$ cat config.mk
export PLATFORM = sky130hd
export DESIGN_NAME = ula_logic_seq
export DESIGN_NICKNAME = d
export VERILOG_FILES = /design/src/rtl/ula_pkg.sv /design/src/rtl/ula_logic_seq_timer.sv /design/src/rtl/ula_logic_seq.sv
export SDC_FILE = /design/constraint.sdc
export NUM_CORES = 1
export LEC_CHECK = 0
export CAP_MARGIN = 20
export CORE_MARGIN = 2
export CORE_UTILIZATION = 25
export CTS_CLUSTER_DIAMETER = 80
export CTS_CLUSTER_SIZE = 24
export DETAILED_ROUTE_END_ITERATION = 12
export PLACE_DENSITY_LB_ADDON = 0.3
export SYNTH_ARGS = -nofsm -noshare
export SYNTH_HDL_FRONTEND = slang
export SYNTH_HIERARCHICAL = 1
export SYNTH_SLANG_ARGS = --single-unit
$ cat constraint.sdc
create_clock -name clk -period 3.3 [get_ports clk]
set_clock_uncertainty 0.15 [all_clocks]
set_input_delay 0.495 -clock clk [delete_from_list [all_inputs] [get_ports clk]]
set_output_delay 0.495 -clock clk [all_outputs]
set_load 0.01 [all_outputs]
$ cat src/rtl/ula_pkg.sv
// Shared types and constants for the ALU logic-unit command sequencer.
package ula_pkg;

    typedef enum logic [2:0] {
        IDLE,
        GET_A,
        GET_B,
        EXEC,
        RESP
    } ula_seq_state_t;

    localparam logic [4:0] ULA_SYNC = 5'b10100;

    localparam logic [2:0] OP_AND  = 3'b000;
    localparam logic [2:0] OP_NAND = 3'b001;
    localparam logic [2:0] OP_OR   = 3'b010;
    localparam logic [2:0] OP_NOR  = 3'b011;
    localparam logic [2:0] OP_XOR  = 3'b100;
    localparam logic [2:0] OP_XNOR = 3'b101;
    localparam logic [2:0] OP_NOTA = 3'b110;
    localparam logic [2:0] OP_A    = 3'b111;

endpackage

$ cat src/rtl/ula_logic_seq_timer.sv
// Inter-byte idle counter; holds at the limit until cleared.
module ula_idle_timer #(
    parameter int TIMEOUT_CYCLES = 255
) (
    input  logic clk,
    input  logic rst_n,
    input  logic clear,
    input  logic count_en,
    output logic expired
);

    logic [7:0] cnt;

    assign expired = (cnt == 8'(TIMEOUT_CYCLES));

    always_ff @(posedge clk or negedge rst_n) begin
        if (!rst_n) begin
            cnt <= '0;
        end else if (clear) begin
            cnt <= '0;
        end else if (count_en && !expired) begin
            cnt <= cnt + 8'd1;
        end
    end

endmodule

$ cat src/rtl/ula_logic_seq.sv
// Framed byte-stream sequencer feeding the ALU logic unit and returning its result.
module ula_logic_seq
    import ula_pkg::*;
#(
    parameter int TIMEOUT_CYCLES = 255
) (
    input  logic       clk,
    input  logic       rst_n,
    input  logic [7:0] in_data,
    input  logic       in_valid,
    output logic       in_ready,
    output logic [7:0] alu_a,
    output logic [7:0] alu_b,
    output logic [2:0] alu_opcode,
    input  logic [7:0] alu_out,
    output logic [7:0] res_data,
    output logic       res_valid,
    input  logic       res_ready,
    output logic       err_pulse,
    output logic [7:0] err_count
);

    ula_seq_state_t state, state_n;

    logic ld_op, ld_a, ld_b, clr_b, cap, err;
    logic in_frame, accept, expired;

    assign in_frame  = (state == GET_A) || (state == GET_B);
    assign accept    = in_valid && in_ready;
    assign res_valid = (state == RESP);

    ula_idle_timer #(
        .TIMEOUT_CYCLES(TIMEOUT_CYCLES)
    ) u_timer (
        .clk     (clk),
        .rst_n   (rst_n),
        .clear   (accept || !in_frame),
        .count_en(in_frame && !in_valid),
        .expired (expired)
    );

    always_ff @(posedge clk or negedge rst_n) begin
        if (!rst_n) begin
            state <= IDLE;
        end else begin
            state <= state_n;
        end
    end

    always_comb begin
        state_n  = state;
        in_ready = 1'b0;
        ld_op    = 1'b0;
        ld_a     = 1'b0;
        ld_b     = 1'b0;
        clr_b    = 1'b0;
        cap      = 1'b0;
        err      = 1'b0;
        unique case (state)
            IDLE: begin
                in_ready = 1'b1;
                if (in_valid) begin
                    if (in_data[7:3] == ULA_SYNC) begin
                        ld_op   = 1'b1;
                        state_n = GET_A;
                    end else begin
                        err = 1'b1;
                    end
                end
            end
            GET_A: begin
                in_ready = 1'b1;
                if (in_valid) begin
                    ld_a = 1'b1;
                    if (alu_opcode[2:1] == OP_NOTA[2:1]) begin
                        clr_b   = 1'b1;
                        state_n = EXEC;
                    end else begin
                        state_n = GET_B;
                    end
                end else if (expired) begin
                    err     = 1'b1;
                    state_n = IDLE;
                end
            end
            GET_B: begin
                in_ready = 1'b1;
                if (in_valid) begin
                    ld_b    = 1'b1;
                    state_n = EXEC;
                end else if (expired) begin
                    err     = 1'b1;
                    state_n = IDLE;
                end
            end
            EXEC: begin
                cap     = 1'b1;
                state_n = RESP;
            end
            RESP: begin
                if (res_ready) begin
                    state_n = IDLE;
                end
            end
            default: state_n = IDLE;
        endcase
    end

    // Operand registers only move on accepted bytes, so the ALU sees stable inputs
    always_ff @(posedge clk or negedge rst_n) begin
        if (!rst_n) begin
            alu_a      <= '0;
            alu_b      <= '0;
            alu_opcode <= '0;
            res_data   <= '0;
            err_pulse  <= 1'b0;
            err_count  <= '0;
        end else begin
            err_pulse <= err;
            if (err && (err_count != 8'hFF)) begin
                err_count <= err_count + 8'd1;
            end
            if (ld_op) begin
                alu_opcode <= in_data[2:0];
            end
            if (ld_a) begin
                alu_a <= in_data;
            end
            if (ld_b) begin
                alu_b <= in_data;
            end else if (clr_b) begin
                alu_b <= '0;
            end
            if (cap) begin
                res_data <= alu_out;
            end
        end
    end

endmodule

# --- After elaboration in Yosys (flattened, before gate mapping) ---
# Cells that the tools add are included.
totals:
  register_bits: 47
  latchBits: 0
  mem_bits_rw: 0
  rom_bits: 0
  in_bits: 20
  out_inout_bits: 38
  mem_count: 0
classes:
  addsub: 2
  mul: 0
  div_mod_pow: 0
  magnitude_cmp: 0
  n_eq_ne: 11
  shifts: 0
  muxes: 28
  bitwise_logic: 0
  n_reduce_logical: 15
op_table:
  columns: ["operator", "n"]
  rows:
  - ["8-bit two-way mux", 4]
  - ["3-bit two-way mux", 6]
  - ["8-bit by 1-bit adder with 8-bit output (second input constant)", 2]
  - ["1-bit two-way mux", 16]
  - ["3-bit case mux with 5 select lines", 1]
  - ["8-bit equality test (second input constant)", 1]
  - ["8-bit != test (second input constant)", 1]
  - ["3-bit by 2-bit equality test with 1-bit output (second input constant)", 2]
  - ["5-bit equality test (second input constant)", 1]
  - ["1-bit logical AND", 4]
  - ["2-bit != test (second input constant)", 2]
  - ["2-bit nonzero test", 2]
  - ["3-bit by 1-bit equality test with 1-bit output (second input constant)", 1]
  - ["3-bit equality test (second input constant)", 1]
  - ["1-bit zero test", 3]
  - ["3-bit zero test", 1]
  - ["3-bit AND reduction", 1]
  - ["3-bit OR reduction", 1]
  - ["2-bit equality test (second input constant)", 1]
  - ["1-bit logical OR", 2]
  - ["2-bit by 1-bit != test with 1-bit output (second input constant)", 1]
  - ["1-bit case mux with 2 select lines", 1]
  - ["2-bit OR reduction", 1]

# --- Logic depth before layout (Yosys ltp) ---
depth:
  ltp_word: 6
  depth_mapped: 8
  depth_no_buf: 7

# --- Modules after synthesis ---
# The synthesis kept the hierarchy.
modules_own_cells:
  columns: ["mod", "instances", "cells_per_inst", "area_each_um2", "seq_area_each_um2"]
  rows:
  - ["ula_logic_seq", 1, 130, 1719.1, 975.9]
  - ["ula_idle_timer", 1, 47, 469.2, 200.2]

# --- Worst setup path before layout ---
# No wires, ideal clock.
synth_timing:
  path_type: "reg-to-reg"
  from: "reg u_timer.cnt[0]"
  to: "reg err_count[5]"
  setup_ns: 0.128
  arrival_time_ns: 2.083
  path_slack_ns: 0.939
  stages_incl_launch_ff: 9
  path_buffers: 1
  synth_period_minus_slack_ns: 2.361
  path_cell_list: "dfrtp_1 -> ha_1 -> and4_4 -> and2_2 -> nand2b_4 -> or3_1 -> buf_6 -> a211oi_1 -> mux2_1"
synth_between:
  elab_chain_len: 5
synth_rtl:
  columns: ["element", "line_no", "source"]
  rows:
  - ["from (decl)", "ula_logic_seq_timer.sv:12", "logic [7:0] cnt;"]
  - ["from (signal assigned)", "ula_logic_seq_timer.sv:22", "cnt <= cnt + 8'd1;"]
  - ["8-bit equality test", "ula_logic_seq_timer.sv:14", "assign expired = (cnt == 8'(TIMEOUT_CYCLES));"]
  - ["named net expired", "ula_logic_seq.sv:26", "logic in_frame, accept, expired;"]
  - ["1-bit two-way mux", "ula_logic_seq.sv:81, ula_logic_seq.sv:91", null]
  - ["1-bit two-way mux", "ula_logic_seq.sv:88", "if (in_valid) begin"]
  - ["1-bit case mux with 2 select lines", "ula_logic_seq.sv:59", "unique case (state)"]
  - ["1-bit logical AND", "ula_logic_seq.sv:120", "if (err && (err_count != 8'hFF)) begin"]
  - ["to (signal assigned)", "ula_logic_seq.sv:121", "err_count <= err_count + 8'd1;"]
  - ["to (decl)", "ula_logic_seq.sv:20", "output logic [7:0] err_count"]
# The timed path passes the listed nets, and every way through them passes these cells.
# A chain may end at the register's enable or synchronous reset.

# --- Final worst setup path ---
# Ends and elaborated chain as after synthesis.

==> impl_results.md <==
* CTS Sinks at 47
* Syn Nets at 199
* Top_reg_cell synth: dfrtp_1
* Tightest Pin Transition at 726.5 ps
* Total congestion overflow at 0
* Core region area at 8593 um^2
* Register share of total power at 41.3%
* Endpoints failing setup at 0
* Initial drt markers at 53
* Commonest cells in the netlist: dfrtp_1, mux2_2, nand2_1
* Count leader, synth: dfrtp_1
* Worst setup SP type: register
* Pleak at 1.222 nW
* Data arrival, critical path at 2630 ps
* Initial antenna violation count at 0
* Core Rows at 34
* Post-Synthesis Cells at 177
* Switching Fraction at 33.43%
* Vias in the first global route at 1,621
* Max Freq at 386.4 MHz
* Place WS at 662.0 ps
* Drt wl/cell at 13.80 um
* Max cap viols at 0
* Pre-Repair DR Iteration Count at 4
* RSZ-0062 raised after global routing: no
* Setup bufs post-CTS at 0
* Status: complete, but fails checks
* Combinational share of power at 42.9%
* Flops & latches, synth at 47
* Largest net degree at the start of global routing at 27
* Mapped cell area at 2188 um^2
* RR Endpoint: err_count[5]
* Filler cells at 893
* Final Util at 34.76%
* Synthesized area per cell at 12.36 um^2
* Starting Density at 25.47%
* Reg-to-reg slack, setup at 710 ps
* Critical path class: register to register
* Post-route ant nets at 0
* Share of synthesized flip-flops with an asynchronous set or reset at 100.0%
* GRT Total Usage at 10.37%
* Pwr/cell area at 791.9 nW/um^2
* Final setup TNS at 0 ps
* DRC Markers at 0
* Top Ports at 58
* Crit path max fanout at 8
* CTS root buf: clkbuf_8
* CTS-repair resized insts at 0
* Worst-path clk slew at 100 ps
* Routed vias at 1,616
* Die height at 97.56 um
* CP required at 3340 ps
* Hold Crit Class: primary input to asynchronous set/reset pin
* Share of cells above drive strength 1 at 19.42%
* First-pass GRT wire length at 8162 um
* Clock Path Buffers at 2
* Tcrit/Tclk final at 78.42%
* Sequential area share after synthesis at 53.74%
* Post-placement cell count at 342
* Peak supply drop at 0.0004004 V
* Die X at 97.56 um
* Post-synth top area cell: dfrtp_1
* Synthesis-to-finish area growth at 36.48%
* Cell internal pwr at 1.575 mW
* Crit path capture type: register
* Worst R2R Path Depth at 7
* Inserted Clock Buffers at 5
* Drt total wl at 4830 um
* Final max-slew violation count at 0
* H-tree depth at 2
* Final min period at 2588 ps
* Later-pin clock latency in the skew report at 300 ps
* DR vias/cell at 4.617
* Total power at 2.365 mW
* Hold-fix buffers, CTS at 0
* CTS tree: done
* Number of port buffers at 57
* Switching pwr at 0.7907 mW
* ANT cells at 0
* Smallest hold slack at -2.077 ps
* Die ar. at 9518 um^2
* Failing checks: negative hold slack
* Post-DP Area at 2890 um^2
* Synth Warn # at 6
* Most area-consuming cells after synthesis: dfrtp_1, mux2_2, a22o_1
* Synth top area share at 53.74%
* Fin worst setup slack at 712.3 ps
* Post-synth EDFFs at 0
* R2R Path Start: u_timer/cnt[0]
* Post-DP HPWL at 3551 um
* GP Congestion at 0.7643
* Finished Layout Cells at 350
* Nets at 263
* Design Area, Final at 2987 um^2
* Hold Fails Final Rpt at 17
* Synth unique cells at 43
* Clk pwr share at 15.9%
* Worst slew margin at 51.04%
==> critical path, cell delays in order (launching register included) <==
cell and delay (ps):
dfrtp_1 420, ha_1 270, and4_4 300, and2_2 180, nand2b_4 60, or3_1 480
a211oi_1 290, mux2_1 340
==> worst max-delay path by stage <==
stage,from,slack (ps),cells past startpoint,endpoint
6_report,u_timer/cnt[0],710,7,err_count[5]
5_1_grt,u_timer/cnt[0],570,7,err_count[5]
4_1_cts,u_timer/cnt[0],710,7,err_count[5]
3_5_place_dp,in_valid,660,5,err_count[5]
3_3_place_gp,in_valid,700,5,err_count[6]
2_1_floorplan,u_timer/cnt[0],940,8,err_count[5]
==> cell usage in the layout (no fill, tap or decap), drive strengths merged, types with 2 or more instances in the layout <==
| cell type | count |
|---|---|
| clkdlybuf4s50 | 56 |
| clkbuf | 5 |
| ha | 2 |
| nor4b | 2 |
| nor3b | 2 |
| a211oi | 9 |
| buf | 6 |
| nand3 | 8 |
| nor2 | 3 |
| nor2b | 3 |
| xor2 | 3 |
| a22o | 8 |
| and4 | 2 |
| mux2 | 26 |
| a21boi | 2 |
| nand3b | 2 |
| inv | 7 |
| nand2 | 13 |
| dfrtp | 47 |
| a21oi | 7 |
| a31oi | 3 |
| nand2b | 5 |
| nor3 | 4 |
| nand4 | 4 |
| o21bai | 2 |
==> power groups by stage <==
stage | Sequential (mW) | Combinational [mW] | Clock (mW)
final | 0.976 | 1.01 | 0.375
after global routing | 1.01 | 1.09 | 0.419
after CTS | 0.983 | 1.04 | 0.394
after detailed placement | 0.992 | 1.03 | 0
after global placement | 0.984 | 1.02 | 0
after floorplan | 1.03 | 0.416 | 0
==> cell type report <==
class | instances | area (um^2) | share of cell area, %
inverter | 5 | 18.77 | 0.6284
clock inverter | 3 | 27.53 | 0.9217
multi-input combinational | 120 | 957.2 | 32.05
tap | 108 | 135.1 | 4.525
clock buffer | 5 | 68.82 | 2.304
timing repair buffer | 62 | 603.1 | 20.19
sequential | 47 | 1176 | 39.38
==> registers in the layout (all words and copies together), names as in the netlist <==
register	flops
state	3
err_pulse	1
res_data	8
alu_b	8
u_timer/cnt	8
err_count	8
alu_a	8
alu_opcode	3
==> metal layers <==
layer  vias up  part of all wire [%]  track usage [%]
met1       794                    46            13.55
met3         5                   5.1            3.237
met5         -                     0                0
met4         0                  0.81            2.244
met2        35                    48            16.92
li1        782                     -                -
==> kinds of logic (layout without fill, tap and decap cells) <==
logic type / count (synthesis) / in the layout / synth area share (%)
muxes: 27 / 27 / 14.01
and+or+nand+nor: 53 / 53 / 15.32
buffers and inverters: 10 / 75 / 2.516
DFF: 47 / 47 / 53.75
xor gates and xnor gates: 4 / 4 / 1.601
AOI/OAI and AO/OA: 34 / 34 / 11.66
adders and majority gates: 2 / 2 / 1.143
No activity file was read; power rests on OpenSTA's default activity.
